**config.mk**
```make
export PLATFORM = sky130hd
export DESIGN_NAME = life_manager_flat
export DESIGN_NICKNAME = d
export VERILOG_FILES = /design/src/rtl/life_manager_if.sv /design/src/rtl/life_manager.sv /design/src/flat_wrapper.sv
export SDC_FILE = /design/constraint.sdc
export NUM_CORES = 1
export LEC_CHECK = 0
export CELL_PAD_IN_SITES_DETAIL_PLACEMENT = 0
export CELL_PAD_IN_SITES_GLOBAL_PLACEMENT = 2
export CORE_ASPECT_RATIO = 1.4
export CORE_UTILIZATION = 35
export CTS_CLUSTER_SIZE = 25
export DETAILED_ROUTE_END_ITERATION = 10
export GPL_TIMING_DRIVEN = 1
export PLACE_DENSITY = 0.79
export SLEW_MARGIN = 5
export SYNTH_ARGS = -nofsm -noshare
export SYNTH_HDL_FRONTEND = slang
export SYNTH_SLANG_ARGS = --single-unit
```
**constraint.sdc**
```tcl
create_clock -name Clk -period 2.9 [get_ports Clk]
set_clock_uncertainty 0.1 [all_clocks]
set_input_delay 0.725 -clock Clk [delete_from_list [all_inputs] [get_ports Clk]]
set_output_delay 0.725 -clock Clk [all_outputs]
set_load 0.02 [all_outputs]
```
**src/rtl/life_manager_if.sv**
```systemverilog
// Bus between the life manager and the game/HUD logic.
// The game side drives hit and restart; the manager drives the
// life-count and status outputs consumed by the HUD and gameplay.
interface life_manager_if;
  logic       hit;
  logic       restart;
  logic [8:0] dead_times;
  logic [1:0] lives_left;
  logic       dying;
  logic       invuln;
  logic       respawn;
  logic       game_over;

  // Game-state / HUD side
  modport master (
    output hit,
    output restart,
    input  dead_times,
    input  lives_left,
    input  dying,
    input  invuln,
    input  respawn,
    input  game_over
  );

  // Life manager side
  modport slave (
    input  hit,
    input  restart,
    output dead_times,
    output lives_left,
    output dying,
    output invuln,
    output respawn,
    output game_over
  );
endinterface

```
**src/rtl/life_manager.sv**
```systemverilog
// Per-player lives and death-sequence controller.
// dead_times accumulates death-animation frames. Each death runs the
// counter up to the next icon threshold. lives_left is the number of
// thresholds not yet reached. Frame pacing comes from a synchronized
// frame_clk rising-edge detector running in the Clk domain.
module life_manager #(
  parameter int THRESH_A      = 10,
  parameter int THRESH_B      = 60,
  parameter int THRESH_C      = 250,
  parameter int INVULN_FRAMES = 120
) (
  input logic          Clk,
  input logic          Reset,
  input logic          frame_clk,
  life_manager_if.slave bus
);

  localparam logic [8:0] THR_A    = 9'(THRESH_A);
  localparam logic [8:0] THR_B    = 9'(THRESH_B);
  localparam logic [8:0] THR_C    = 9'(THRESH_C);
  localparam logic [8:0] DT_MAX   = 9'd511;
  localparam logic [7:0] INV_LOAD = 8'(INVULN_FRAMES);

  typedef enum logic [2:0] {
    ST_ALIVE,
    ST_DYING,
    ST_RESPAWN,
    ST_INVULN,
    ST_GAME_OVER
  } state_t;

  state_t     state_q, state_d;
  logic [8:0] dead_times_q, dead_times_d;
  logic [8:0] target_q, target_d;
  logic [7:0] invuln_cnt_q, invuln_cnt_d;
  logic       respawn_q, respawn_d;

  logic       frame_sync1, frame_sync2, frame_prev;
  logic       frame_tick;
  logic [8:0] dead_times_inc;
  logic [8:0] next_target;

  // Two-flop synchronizer plus a previous-value flop for edge detection
  always_ff @(posedge Clk or posedge Reset) begin
    if (Reset) begin
      frame_sync1 <= 1'b0;
      frame_sync2 <= 1'b0;
      frame_prev  <= 1'b0;
    end else begin
      frame_sync1 <= frame_clk;
      frame_sync2 <= frame_sync1;
      frame_prev  <= frame_sync2;
    end
  end

  assign frame_tick = frame_sync2 & ~frame_prev;

  // Saturating increment and the next icon threshold above the current count
  always_comb begin
    dead_times_inc = (dead_times_q == DT_MAX) ? DT_MAX : dead_times_q + 9'd1;
    if (dead_times_q < THR_A) begin
      next_target = THR_A;
    end else if (dead_times_q < THR_B) begin
      next_target = THR_B;
    end else begin
      next_target = THR_C;
    end
  end

  // Register the state, counters and the respawn pulse
  always_ff @(posedge Clk or posedge Reset) begin
    if (Reset) begin
      state_q      <= ST_ALIVE;
      dead_times_q <= 9'd0;
      target_q     <= 9'd0;
      invuln_cnt_q <= 8'd0;
      respawn_q    <= 1'b0;
    end else begin
      state_q      <= state_d;
      dead_times_q <= dead_times_d;
      target_q     <= target_d;
      invuln_cnt_q <= invuln_cnt_d;
      respawn_q    <= respawn_d;
    end
  end

  // Next-state and datapath updates; restart overrides everything else
  always_comb begin
    state_d      = state_q;
    dead_times_d = dead_times_q;
    target_d     = target_q;
    invuln_cnt_d = invuln_cnt_q;
    respawn_d    = 1'b0;

    if (bus.restart) begin
      state_d      = ST_ALIVE;
      dead_times_d = 9'd0;
      target_d     = 9'd0;
      invuln_cnt_d = 8'd0;
      respawn_d    = 1'b1;
    end else begin
      case (state_q)
        ST_ALIVE: begin
          if (bus.hit) begin
            state_d  = ST_DYING;
            target_d = next_target;
          end
        end

        ST_DYING: begin
          if (frame_tick) begin
            dead_times_d = dead_times_inc;
            if (dead_times_inc == target_q) begin
              if (target_q == THR_C) begin
                state_d = ST_GAME_OVER;
              end else begin
                state_d   = ST_RESPAWN;
                respawn_d = 1'b1;
              end
            end
          end
        end

        ST_RESPAWN: begin
          invuln_cnt_d = INV_LOAD;
          state_d      = ST_INVULN;
        end

        ST_INVULN: begin
          if (frame_tick) begin
            if (invuln_cnt_q <= 8'd1) begin
              invuln_cnt_d = 8'd0;
              state_d      = ST_ALIVE;
            end else begin
              invuln_cnt_d = invuln_cnt_q - 8'd1;
            end
          end
        end

        ST_GAME_OVER: begin
          state_d = ST_GAME_OVER;
        end

        default: begin
          state_d = ST_ALIVE;
        end
      endcase
    end
  end

  assign bus.dead_times = dead_times_q;
  assign bus.lives_left = 2'(dead_times_q < THR_A)
                        + 2'(dead_times_q < THR_B)
                        + 2'(dead_times_q < THR_C);
  assign bus.dying      = (state_q == ST_DYING);
  assign bus.invuln     = (state_q == ST_INVULN);
  assign bus.game_over  = (state_q == ST_GAME_OVER);
  assign bus.respawn    = respawn_q;

endmodule
```
**src/flat_wrapper.sv**
```systemverilog
// flat-port wrapper written by rule: the top's interface ports become plain ports
module life_manager_flat 
#(
  parameter int THRESH_A      = 10,
  parameter int THRESH_B      = 60,
  parameter int THRESH_C      = 250,
  parameter int INVULN_FRAMES = 120
)
  (Clk, Reset, frame_clk, bus_hit, bus_restart, bus_dead_times, bus_lives_left, bus_dying, bus_invuln, bus_respawn, bus_game_over);
  life_manager_if bus_i ();
  input logic Clk;
  input logic Reset;
  input logic frame_clk;
  input wire logic [$bits(bus_i.hit)-1:0] bus_hit;
  input wire logic [$bits(bus_i.restart)-1:0] bus_restart;
  output wire logic [$bits(bus_i.dead_times)-1:0] bus_dead_times;
  output wire logic [$bits(bus_i.lives_left)-1:0] bus_lives_left;
  output wire logic [$bits(bus_i.dying)-1:0] bus_dying;
  output wire logic [$bits(bus_i.invuln)-1:0] bus_invuln;
  output wire logic [$bits(bus_i.respawn)-1:0] bus_respawn;
  output wire logic [$bits(bus_i.game_over)-1:0] bus_game_over;
  assign bus_i.hit = bus_hit;
  assign bus_i.restart = bus_restart;
  assign bus_dead_times = bus_i.dead_times;
  assign bus_lives_left = bus_i.lives_left;
  assign bus_dying = bus_i.dying;
  assign bus_invuln = bus_i.invuln;
  assign bus_respawn = bus_i.respawn;
  assign bus_game_over = bus_i.game_over;
  life_manager #(.THRESH_A(THRESH_A), .THRESH_B(THRESH_B), .THRESH_C(THRESH_C), .INVULN_FRAMES(INVULN_FRAMES)) u_core (.Clk(Clk), .Reset(Reset), .frame_clk(frame_clk), .bus(bus_i));
endmodule
```
---- Word level (Yosys, flattened, before mapping) ----
Cells that the tools add are included.
cells by class
  $add $sub $neg .......................... 4
  order comparisons ....................... 4
  eq/ne operators ......................... 12
  mux-type cells .......................... 26
  bitwise operators ....................... 2
  reduce and logical (&&, ||, !) cells .... 10
operators with widths
  cell                                                             number
  2-to-1 mux 9 bit                                                 8
  2-to-1 mux 8 bit                                                 4
  2-to-1 mux 3 bit                                                 7
  case mux 8 bit (2 select lines)                                  1
  case mux 3 bit (5 select lines)                                  1
  inequality test 3 x 2 -> 1 bit (second input constant)           4
  adder 9 x 1 -> 9 bit (second input constant)                     1
  == test 9 x 8 -> 1 bit (second input constant)                   1
  == test 9 bit                                                    1
  == test 9 bit (second input constant)                            1
  < comparator 9 x 4 -> 1 bit (second input constant)              1
  < comparator 9 x 6 -> 1 bit (second input constant)              1
  < comparator 9 x 8 -> 1 bit (second input constant)              1
  less-or-equal comparator 8 x 1 -> 1 bit (second input constant)  1
  nonzero test 2 bit                                               4
  subtractor 8 x 1 -> 8 bit (second input constant)                1
  == test 3 x 2 -> 1 bit (second input constant)                   2
  AND reduction 2 bit                                              3
  2-to-1 mux 1 bit                                                 5
  AND reduction 5 bit                                              1
  == test 3 x 1 -> 1 bit (second input constant)                   1
  == test 3 bit (second input constant)                            1
  logical NOT 3 bit                                                1
  inequality test 3 bit (second input constant)                    1
  other kinds (5)                                                  5
word-level totals
  register bits ........................... 33
  bits of input ports ..................... 5
  output and inout port bits .............. 15
  word-level logic and storage cells ...... 66

---- Logic depth before layout (Yosys ltp) ----
  depth after elaboration ................. 7
  mapped depth ............................ 8
  mapped depth without buffers ............ 7

---- Worst setup path before layout ----
Ideal clock, no wire load.
  path kind ............................... register -> output
  start point ............................. register u_core.dead_times_q[2] (netlist: u_core.bus.dead_times[2])
  end point ............................... output port bus_lives_left[0]
  arrival ................................. 1.716 ns
  data required time ...................... 2.075 ns
  path slack .............................. 0.359 ns
  cell stages (with the launch flop) ...... 5
  path buffers ............................ 1
  cells stage by stage .................... dfrtp_1 -> buf_2 -> or2_2 -> a21oi_1 -> fa_1
between the ends
  cells in the longest elaborated chain, start to end .. 3
  elaborated cells between the ends (all ways) .. 5
  those cells by class .................... 2 x add/sub; 3 x order compare
ends and longest elaborated chain
  what                                                                               line                                      text
  from (decl)                                                                        life_manager.sv:33                        logic [8:0] dead_times_q, dead_times_d;
  from (signal assigned)                                                             life_manager.sv:80                        dead_times_q <= dead_times_d;
  < comparator 9 x 4 -> 1 bit / < comparator 9 x 6 -> 1 bit (equally long branches)  life_manager.sv:152, life_manager.sv:153
  adder 1 x 1 -> 2 bit                                                               life_manager.sv:153                       + 2'(dead_times_q < THR_B)
  adder 2 x 1 -> 2 bit (*)                                                           life_manager.sv:154                       + 2'(dead_times_q < THR_C);
  to (decl)                                                                          flat_wrapper.sv:17                        output wire logic [$bits(bus_i.lives_left)-1:0] bus_lives_left;
Every way passes the cells marked *; elsewhere a longest branch is shown, timed or not.

---- Worst setup path in the final report ----
Same ends and word-level chain as after synthesis.

==> impl_metrics.tcl <==
set metrics [dict create \
    tritoncts "yes" \
    synthMuxAreaShare 0.005038 \
    synth-main-ff-cell "dfrtp_1" \
    drc 0 \
    htreeDepth 2 \
    syn_inst 219 \
    synth.net_count 228 \
    setup_tns_ns 0 \
    power_density_nw_per_um2 387.4 \
    finalHoldViolations 0 \
    start_util 0.3622 \
    r2r_end "u_core.state_q[0]" \
    synth_compound_area_frac 0.2695 \
    drv_slew 0 \
    relSlewSlack 0.5154 \
    nets 254 \
    grt_first_pass_wirelength_um 8825 \
    synth_warnings 0 \
    wirelength_um 5411 \
    cp.arrival_ns 1.97 \
    fmaxAchievable_mhz 357.5 \
    yosysTopAreaCell "dfrtp_1" \
    share_comb_of_total_power 0.124 \
    die_y_um 91.15 \
    hold_path_class "reg2reg" \
    worstHoldEndpoint "u_core.frame_sync2" \
    synth.area.top_cells "dfrtp_1 37%, nor2_1 5.3%, nand2_1 3.0%, a211oi_1 2.6%, o21ai_0 2.5%" \
    dieArea_sq_um 5987 \
    path_max_fanout 3 \
    r2r_start "u_core.bus.dead_times[0]" \
    viasPerCell 5.723 \
    power_uw 919.0 \
    maxCapViolCount 0 \
    ir_worst_vdd_mv 0.2438 \
    synth_top_family_by_area "compound AO/OA/AOI/OAI gates" \
    synth_seq_cells 29 \
    swShare 0.2601 \
    cts_made_buffers 5 \
    synth_edf_count 0 \
    antenna_found_initial 0 \
    netlist_area_sq_um 1987 \
    synth.top_cell.area_share 0.3652 \
    postSynthAreaPerCell_sq_um 9.073 \
    io_buffers 19 \
    hold_path_depth 0 \
    drive_above_1_share 0.1789 \
    cts_buffer_depth 2 \
    synth-xor-area-share 0.01322 \
    io_pins 20 \
    synth.distinct_cells 65 \
    setup_viol 0 \
    grt_usage 0.1984 \
    postRouteAntennaNets 0 \
    synthAdderAreaFrac 0.02897 \
    hpwl_um 4017 \
    dr.pass1.iters 4 \
    layout_common_cells "29 x dfrtp_1, 28 x nor2_1, 17 x clkdlybuf4s50_1" \
    ys_seq_area_frac 0.3652 \
    grt-ovfl-total 0 \
    synth_simple_gate_area_frac 0.2456 \
    reg2reg_slack_ns 0.42 \
    fp.dieW_um 65.68 \
    post-route-period-util 0.9645 \
    drt_iter0_drc 75 \
    place.gp.congestion 0.7713 \
    vias 1797 \
    cp.required_ns 2.08 \
    avgRoutedWirePerCell_um 17.23 \
    clkSlewWorstSetupHoldPaths_ns 0.06 \
    rows 32 \
    cp-end-kind "output port" \
    status "finished, final reports clean" \
    p_int_uw 680.0 \
    p_leak_nw 0.9552 \
    clockRootBuffer "clkbuf_8" \
    tightest_slew_ns 0.7178 \
    power_frac_clock 0.403 \
    pwr-share-seq 0.473 \
    synthArstFlopShare 1.000 \
    final_common_cell "dfrtp_1" \
    rsz0062_at_grt "false" \
    grt_pass1_vias 1721 \
    syn_to_final_growth_pct 19.40 \
    grt_max_degree 30 \
    cp-start-kind "flop" \
    holdCritStartpoint "u_core.frame_sync1" \
    cts.sinks 29 \
    criticalPathCategory "reg2out" \
    min_period_ns 2.797 \
    clk_latency_ns 0.28 \
    antennaDiodeCount 0 \
    reg2reg_depth 5 \
    p_sw_uw 239.0 \
    core-area_sq_um 5485 \
]
how the worst max path moves through the flow:
stage                     depth (start not counted)                     start                end  slack, ns
after floorplan                                   4  u_core.bus.dead_times[2]  bus_lives_left[0]       0.36
after global placement                            4  u_core.bus.dead_times[2]  bus_lives_left[0]       0.16
after detailed placement                          5  u_core.bus.dead_times[6]  bus_lives_left[0]       0.16
after CTS                                         4  u_core.bus.dead_times[4]  bus_lives_left[1]       0.02
after global routing                              4  u_core.bus.dead_times[2]  bus_lives_left[0]       0.03
final                                             4  u_core.bus.dead_times[2]  bus_lives_left[0]       0.10
metal layers:
metal	track usage	vias to the layer above	share of wire
met5	0	-	0
met4	0.09783	0	0.036
met3	0.04146	14	0.022
met2	0.3444	30	0.52
met1	0.2214	886	0.42
li1	-	867	-
area by class of cell:
| class | instances | area [sq um] |
|---|---|---|
| clock inverter | 1 | 5.005 |
| multi-input combinational | 168 | 1130 |
| tap | 68 | 85.08 |
| clock buffer | 7 | 96.34 |
| timing repair buffer | 34 | 304.0 |
| inverter | 7 | 26.28 |
| sequential | 29 | 725.7 |
| fill | 569 | 3113 |
cells in the mapped netlist (2+ instances only):
cell / count
nor2b_1: 6
a211oi_1: 7
and2_1: 2
nor3_1: 6
or2_2: 3
xnor2_1: 2
buf_6: 4
a31oi_1: 5
clkbuf_8: 2
nand3_1: 8
dfrtp_1: 29
and4_1: 3
a311oi_1: 3
nand2b_1: 2
clkbuf_1: 4
nand2_1: 16
o31ai_1: 2
inv_1: 7
nor3b_1: 3
nand4_1: 3
a21oi_1: 7
o211ai_1: 2
nor2_1: 28
nand3b_1: 2
ha_1: 3
o21a_1: 2
o22ai_1: 3
o21ai_0: 10
buf_2: 3
o41ai_1: 3
and3_1: 2
a22o_1: 2
o211a_1: 3
power groups by stage:
stage	clock (mW)	combinational [mW]	sequential [mW]
finish	0.370	0.114	0.435
floorplan	0	0.0806	0.440
global placement	0	0.115	0.442
detailed placement	0	0.115	0.442
CTS	0.385	0.115	0.435
global route	0.404	0.127	0.437
what timing repair did:
| item | in CTS | in global routing |
|---|---|---|
| gates resized for setup | 2 | 4 |
| hold buffers | 0 | 0 |
| pin swaps | 0 | 0 |
| setup endpoints to repair | 2 | 2 |
| setup buffers | 0 | 0 |
| hold endpoints to repair | 0 | 0 |
| cloned | 0 | 0 |
kinds of logic after synthesis:
group | Yosys count
xor+xnor | 3
mux | 1
buf+inv | 22
compound gates | 67
simple gates | 93
fa+ha+maj | 4
flops | 29
flip-flops by register name, summed over array words and instances (netlist names):
signal	count
u_core.bus.dead_times	9
u_core.bus.respawn	1
u_core.frame_prev	1
u_core.frame_sync1	1
u_core.frame_sync2	1
u_core.invuln_cnt_q	8
u_core.state_q	3
u_core.target_q	5
per-stage QoR:
| stage | utilization | setup slack [ns] | cells | hold WS [ns] | cell area [sq um] |
|---|---|---|---|---|---|
| after floorplan | - | 0.3590 | 219 | 0.2312 | 1987 |
| after global placement | 0.4115 | 0.1572 | 306 | 0.2499 | 2257 |
| after detailed placement | 0.4115 | 0.1622 | 306 | 0.2434 | 2257 |
| after CTS | 0.4304 | 0.01935 | 314 | 0.2644 | 2361 |
| after global routing | 0.4325 | 0.02968 | 314 | 0.2703 | 2372 |
| final | 0.4325 | 0.1030 | 314 | 0.2575 | 2372 |
worst max-delay path: stages, from the launching register on:
cell	delay [ns]
dfrtp_1	0.38
or2_2	0.33
a31oi_1	0.21
fa_1	0.44
dlygate4sd2_1	0.33
Note: power is estimated with default switching activity, not from simulation.
